<file path="src/rtl/pygmy_cfg.sv">
// Global DMA/NoC configuration constants shared by initiators and targets.
package pygmy_cfg;

  localparam int unsigned DMA_DATA_W = 64;
  localparam int unsigned DMA_TID_W  = 8;
  localparam int unsigned DMA_ADDR_W = 32;

endpackage

</file>
<file path="src/rtl/pygmy_typedef.sv">
// Request/response payload types carried over the DMA NoC.
package pygmy_typedef;

  import pygmy_cfg::*;

  typedef struct packed {
    logic [DMA_ADDR_W-1:0]   addr;
    logic [DMA_TID_W-1:0]    tid;
    logic                    wr;
    logic [DMA_DATA_W-1:0]   data;
    logic [DMA_DATA_W/8-1:0] mask;
  } dma_req_t;

  typedef struct packed {
    logic [DMA_TID_W-1:0]  tid;
    logic [DMA_DATA_W-1:0] data;
    logic                  err;
  } dma_rsp_t;

endpackage

</file>
<file path="src/rtl/ours_vld_rdy_buf.sv">
// Valid/ready circular FIFO; output is registered storage, so data written in
// cycle N is visible at the output in cycle N+1.
module ours_vld_rdy_buf #(
  parameter int unsigned WIDTH = 8,
  parameter int unsigned DEPTH = 4
) (
  input  logic             clk,
  input  logic             rst,
  input  logic             in_valid,
  output logic             in_ready,
  input  logic [WIDTH-1:0] in_data,
  output logic             out_valid,
  input  logic             out_ready,
  output logic [WIDTH-1:0] out_data
);

  localparam int unsigned PtrW = (DEPTH > 1) ? $clog2(DEPTH) : 1;
  localparam int unsigned CntW = $clog2(DEPTH + 1);

  logic [WIDTH-1:0] mem_q [DEPTH];
  logic [PtrW-1:0]  wr_ptr_q, wr_ptr_d;
  logic [PtrW-1:0]  rd_ptr_q, rd_ptr_d;
  logic [CntW-1:0]  cnt_q, cnt_d;
  logic             push, pop;

  always_comb begin
    in_ready  = (cnt_q < CntW'(DEPTH));
    out_valid = (cnt_q != '0);
    out_data  = mem_q[rd_ptr_q];
    push      = in_valid & in_ready;
    pop       = out_valid & out_ready;

    wr_ptr_d = wr_ptr_q;
    rd_ptr_d = rd_ptr_q;
    cnt_d    = cnt_q;
    if (push) begin
      wr_ptr_d = (wr_ptr_q == PtrW'(DEPTH - 1)) ? '0 : wr_ptr_q + 1'b1;
    end
    if (pop) begin
      rd_ptr_d = (rd_ptr_q == PtrW'(DEPTH - 1)) ? '0 : rd_ptr_q + 1'b1;
    end
    case ({push, pop})
      2'b10:   cnt_d = cnt_q + 1'b1;
      2'b01:   cnt_d = cnt_q - 1'b1;
      default: cnt_d = cnt_q;
    endcase
  end

  always_ff @(posedge clk) begin
    if (rst) begin
      wr_ptr_q <= '0;
      rd_ptr_q <= '0;
      cnt_q    <= '0;
    end else begin
      wr_ptr_q <= wr_ptr_d;
      rd_ptr_q <= rd_ptr_d;
      cnt_q    <= cnt_d;
    end
  end

  always_ff @(posedge clk) begin
    if (push) begin
      mem_q[wr_ptr_q] <= in_data;
    end
  end

endmodule

</file>
<file path="src/rtl/dma_noc_target.sv">
// NoC DMA target: turns requests into single-port SRAM accesses and returns
// one in-order response per accepted request through a bounded FIFO.
module dma_noc_target
  import pygmy_cfg::*;
  import pygmy_typedef::*;
#(
  parameter int unsigned PORT_ID   = 0,
  parameter int unsigned MEM_AW    = 12,
  parameter int unsigned OST_DEPTH = 4
) (
  input  logic                    clk,
  input  logic                    rst,
  input  logic                    dma_noc_req_valid,
  output logic                    dma_noc_req_ready,
  input  dma_req_t                dma_noc_req,
  output logic                    dma_noc_resp_valid,
  input  logic                    dma_noc_resp_ready,
  output dma_rsp_t                dma_noc_resp,
  output logic                    mem_en,
  output logic                    mem_we,
  output logic [MEM_AW-1:0]       mem_addr,
  output logic [DMA_DATA_W-1:0]   mem_wdata,
  output logic [DMA_DATA_W/8-1:0] mem_wmask,
  input  logic [DMA_DATA_W-1:0]   mem_rdata
);

  localparam int unsigned CntW = $clog2(OST_DEPTH + 1);
  localparam int unsigned Off  = $clog2(DMA_DATA_W / 8);
  localparam logic        PortBit = PORT_ID[0];

  logic [CntW-1:0]      cnt_q, cnt_d;
  logic                 pipe_vld_q, pipe_vld_d;
  logic [DMA_TID_W-1:0] pipe_tid_q, pipe_tid_d;
  logic                 pipe_wr_q, pipe_wr_d;
  logic                 pipe_err_q, pipe_err_d;
  logic                 req_hs, rsp_hs, hit;
  logic                 fifo_in_ready, fifo_out_valid;
  dma_rsp_t             push_rsp;
  logic                 unused_addr_bits;

  assign unused_addr_bits = ^{dma_noc_req.addr[30:MEM_AW+Off], dma_noc_req.addr[Off-1:0]};

  always_comb begin
    // The counter covers pipeline plus FIFO entries, so the FIFO can never be
    // full while cnt < OST_DEPTH; its in_ready is folded in only as a guard.
    dma_noc_req_ready  = ~rst & (cnt_q < CntW'(OST_DEPTH)) & fifo_in_ready;
    dma_noc_resp_valid = ~rst & fifo_out_valid;
    req_hs             = dma_noc_req_valid & dma_noc_req_ready;
    rsp_hs             = dma_noc_resp_valid & dma_noc_resp_ready;
    hit                = (dma_noc_req.addr[31] == PortBit);

    mem_en    = req_hs & hit;
    mem_we    = mem_en & dma_noc_req.wr;
    mem_addr  = dma_noc_req.addr[MEM_AW+Off-1:Off];
    mem_wdata = dma_noc_req.data;
    mem_wmask = dma_noc_req.mask;

    case ({req_hs, rsp_hs})
      2'b10:   cnt_d = cnt_q + 1'b1;
      2'b01:   cnt_d = cnt_q - 1'b1;
      default: cnt_d = cnt_q;
    endcase

    pipe_vld_d = req_hs;
    pipe_tid_d = dma_noc_req.tid;
    pipe_wr_d  = dma_noc_req.wr;
    pipe_err_d = ~hit;

    push_rsp.tid  = pipe_tid_q;
    push_rsp.data = (pipe_wr_q | pipe_err_q) ? '0 : mem_rdata;
    push_rsp.err  = pipe_err_q;
  end

  always_ff @(posedge clk) begin
    if (rst) begin
      cnt_q      <= '0;
      pipe_vld_q <= 1'b0;
    end else begin
      cnt_q      <= cnt_d;
      pipe_vld_q <= pipe_vld_d;
    end
  end

  always_ff @(posedge clk) begin
    pipe_tid_q <= pipe_tid_d;
    pipe_wr_q  <= pipe_wr_d;
    pipe_err_q <= pipe_err_d;
  end

  ours_vld_rdy_buf #(
    .WIDTH($bits(dma_rsp_t)),
    .DEPTH(OST_DEPTH)
  ) u_resp_fifo (
    .clk      (clk),
    .rst      (rst),
    .in_valid (pipe_vld_q),
    .in_ready (fifo_in_ready),
    .in_data  (push_rsp),
    .out_valid(fifo_out_valid),
    .out_ready(dma_noc_resp_ready & ~rst),
    .out_data (dma_noc_resp)
  );

endmodule

</file>
<file path="config.mk">
export PLATFORM = sky130hd
export DESIGN_NAME = dma_noc_target
export DESIGN_NICKNAME = d
export VERILOG_FILES = /design/src/rtl/pygmy_cfg.sv /design/src/rtl/pygmy_typedef.sv /design/src/rtl/ours_vld_rdy_buf.sv /design/src/rtl/dma_noc_target.sv
export SDC_FILE = /design/constraint.sdc
export NUM_CORES = 1
export LEC_CHECK = 0
export CAP_MARGIN = 20
export CORE_MARGIN = 2
export CORE_UTILIZATION = 30
export DETAILED_ROUTE_END_ITERATION = 10
export DONT_BUFFER_PORTS = 1
export GPL_TIMING_DRIVEN = 0
export PLACE_DENSITY = 0.56
export SETUP_SLACK_MARGIN = 0.02
export SLEW_MARGIN = 5
export SYNTH_ARGS = -nofsm -noshare
export SYNTH_HDL_FRONTEND = slang
export SYNTH_HIERARCHICAL = 1
export SYNTH_SLANG_ARGS = --single-unit
</file>
<file path="constraint.sdc">
create_clock -name clk -period 3.05 [get_ports clk]
set_input_delay 0.7625 -clock clk [delete_from_list [all_inputs] [get_ports clk]]
set_output_delay 0.7625 -clock clk [all_outputs]
set_load 0.01 [all_outputs]
</file>
==> impl_metrics.py <==
metrics = {
    "status": {
        "status": "completed",
    },
    "critical_path": {
        "critPathCaptureType": "output pin",
        "cp_data_arrival_time_ns": 1.94,
        "cp_max_fo": 10,
        "crit_required_ns": 2.29,
        "start_kind": "flip-flop",
        "worstSetupPathType": "flip-flop to output pin",
    },
    "synth": {
        "async_flop_share_pct": 0,
        "synthesis.nets": 814,
        "synth-seq-area-share_pct": 73.4,
        "yosys_register_bits": 315,
        "synthTopCellsByArea": "edfxtp_1 70%, mux4_2 13%, buf_4 5.0%",
        "synth-main-ff-cell": "edfxtp_1",
        "synthTopCellsByCount": "292 x edfxtp_1, 84 x buf_4, 72 x mux4_2",
        "synth.most_common_cell": "edfxtp_1",
        "synth-edff-count": 292,
        "synthDistinctLibCells": 27,
        "synth_area_leader_cell": "edfxtp_1",
        "synth.avg_cell_area_um2": 20.1,
        "yosys_warnings": 6,
        "postSynthCellCount": 624,
        "yosys.area.top_type_share_pct": 69.8,
        "netlist_area_um2": 12600,
    },
    "floorplan": {
        "io_pins": 342,
        "fp-row-count": 74,
        "die_y_um": 209,
        "start_util_pct": 30.6,
        "die-area_um2": 43600,
        "coreArea_um2": 41100,
        "chipWidth_um": 209,
    },
    "cts": {
        "holdBufCountCts": 0,
        "clock-root-buffer": "clkbuf_16",
        "post_cts_buffers": 0,
        "cts_tree": "built",
        "cts_resized": 0,
        "cts_sinks": 315,
        "clk_latency_ns": 0.52,
        "clk_path_buf_depth": 3,
        "htreeDepth": 2,
        "cts_made_buffers": 35,
        "clk_pin_slew_ns": 0.06,
    },
    "sta": {
        "slew_headroom_pct": 52.7,
        "skew_ns": 0.00809,
        "worst_slew_pin_slew_ns": 0.709,
        "min_period_ns": 2.70,
        "period_share_pct": 88.5,
        "fmax_mhz": 370,
        "rsz0062_at_grt": "false",
        "finalSetupViolCount": 0,
        "holdWs_ns": 0.266,
        "finalSetupTns_ns": 0,
        "slew_violations": 0,
        "finalHoldViolCount": 0,
    },
    "place": {
        "portBuffers": 0,
        "dpl.hpwl_mm": 16.4,
        "post-place-cells": 1160,
        "place_congestion": 0.712,
    },
    "detailed_routing": {
        "routed_via_density": 4.55,
        "wl_mm": 25.9,
        "antenna_left": 0,
        "via_count": 5561,
        "wl_per_cell_um": 21.2,
        "drt_iter0_markers": 228,
        "first_pass_iters": 4,
        "drc": 0,
    },
    "power_and_ir_drop": {
        "clkPwrFrac_pct": 40.2,
        "p_sw_mw": 2.03,
        "swShare_pct": 21.6,
        "pwr-share-comb_pct": 7.8,
        "power_leakage_nw": 4.73,
        "vdd_drop_max_uv": 335,
        "internal_power_mw": 7.35,
        "p_seq_share_pct": 52.0,
        "p_per_area_nw_per_um2": 653,
    },
    "final_layout": {
        "instances_no_fill": 1221,
        "fin_util_pct": 35.0,
        "syn_to_final_growth_pct": 14.3,
        "drive_gt1_share_pct": 33.3,
        "nets": 855,
    },
    "global_route": {
        "grt_max_degree": 48,
        "antenna_found_initial": 7,
        "grt_pass1_wl_mm": 37.0,
        "grt_pass1_vias": 5704,
        "overflow": 0,
        "track_usage_pct": 11.6,
    },
    "flow_run": {
        "cap_violations": 0,
    },
    "hold_path": {
        "hold_path.class": "input pin to flip-flop",
    },
}
## path summary, 6_finish.rpt
path | start | to | slack (ns) | cells past startpoint
worst max-delay path | flip-flop | dma_noc_resp[60] | 0.35 | 3
worst min-delay path | dma_noc_req[74] | pipe_tid_q[1] | 0.27 | 0
worst min register to register | pipe_tid_q[4] | u_resp_fifo/mem_q[1][69] | 0.48 | 0
worst max register to register | u_resp_fifo/cnt_q[2] | cnt_q[2] | 0.78 | 10
## cells by family after synthesis
| family | count (synthesis) | share of synthesized area (%) |
|---|---|---|
| buffers and inverters | 119 | 7.11 |
| adders and majority gates | 9 | 1.02 |
| AOI/OAI and AO/OA | 8 | 0.338 |
| xor gates and xnor gates | 4 | 0.279 |
| and+or+nand+nor | 93 | 4.50 |
| muxes | 76 | 13.3 |
| DFF | 315 | 73.4 |
## flip-flops by register name (all words and copies together), names as in the netlist, 2 cells and up, named ones only
name,count
cnt_q,3
pipe_tid_q,8
u_resp_fifo/cnt_q,3
u_resp_fifo/mem_q,292
u_resp_fifo/rd_ptr_q,2
u_resp_fifo/wr_ptr_q,2
## placed cells by master, fill, tap and decap left out, types with 2 or more instances in the layout
cell | synthesis | layout
edfxtp_1 | 292 | 292
nor2_4 | 2 | 2
dfxtp_1 | 23 | 23
o21ai_0 | 2 | 2
nor2b_1 | 3 | 3
ha_1 | 7 | 7
buf_12 | 7 | 7
buf_4 | 84 | 84
buf_2 | 7 | 7
mux2i_1 | 3 | 3
a21oi_1 | 5 | 5
diode_2 | 0 | 2
clkbuf_1 | 7 | 14
nor2_1 | 11 | 11
buf_16 | 0 | 4
inv_1 | 11 | 11
xor2_1 | 4 | 4
or3_1 | 3 | 3
clkinv_2 | 0 | 7
mux4_2 | 72 | 72
clkinv_1 | 0 | 7
and2_1 | 71 | 67
clkbuf_16 | 0 | 35
fa_1 | 2 | 2
and2_4 | 0 | 4
## layout make-up
class / instances / area [µm²]
fill: 3865 / 26700
sequential: 315 / 9230
multi-input combinational: 190 / 2460
clock buffer: 42 / 902
buffer: 107 / 848
tap: 532 / 666
timing repair buffer: 4 / 110
clock inverter: 17 / 108
inverter: 12 / 45.0
antenna: 2 / 5.00
## critical path: stages, from the launching register on
cell      delay, ns
dfxtp_1        0.30
clkbuf_2       0.30
buf_2          0.38
mux4_2         0.43
## power by group through the flow
stage / logic (mW) / registers [mW] / clock network [mW]
floorplan: 0.582 / 4.97 / 0
global placement: 0.740 / 4.99 / 0
detailed placement: 0.758 / 4.97 / 0
CTS: 0.759 / 4.88 / 3.94
global route: 0.795 / 4.89 / 4.09
finish: 0.732 / 4.88 / 3.77
## metrics by stage
| step | cell area (µm²) | total power [mW] | setup WS (ns) |
|---|---|---|---|
| after floorplan | 12600 | 5.55 | 0.216 |
| after global placement | 13200 | 5.73 | -1.66 |
| after detailed placement | 13400 | 5.73 | 0.592 |
| after CTS | 14400 | 9.58 | 0.240 |
| after global routing | 14400 | 9.78 | 0.208 |
| final | 14400 | 9.39 | 0.351 |
## layer usage
layer / vias to the layer above / share of wire, % / track usage, %
li1: 2423 / - / -
met1: 2827 / 42 / 14.2
met2: 253 / 48 / 18.7
met3: 48 / 7.9 / 4.06
met4: 10 / 2.4 / 4.90
met5: - / 0.27 / 0
Note: power is estimated with default switching activity, not from simulation.
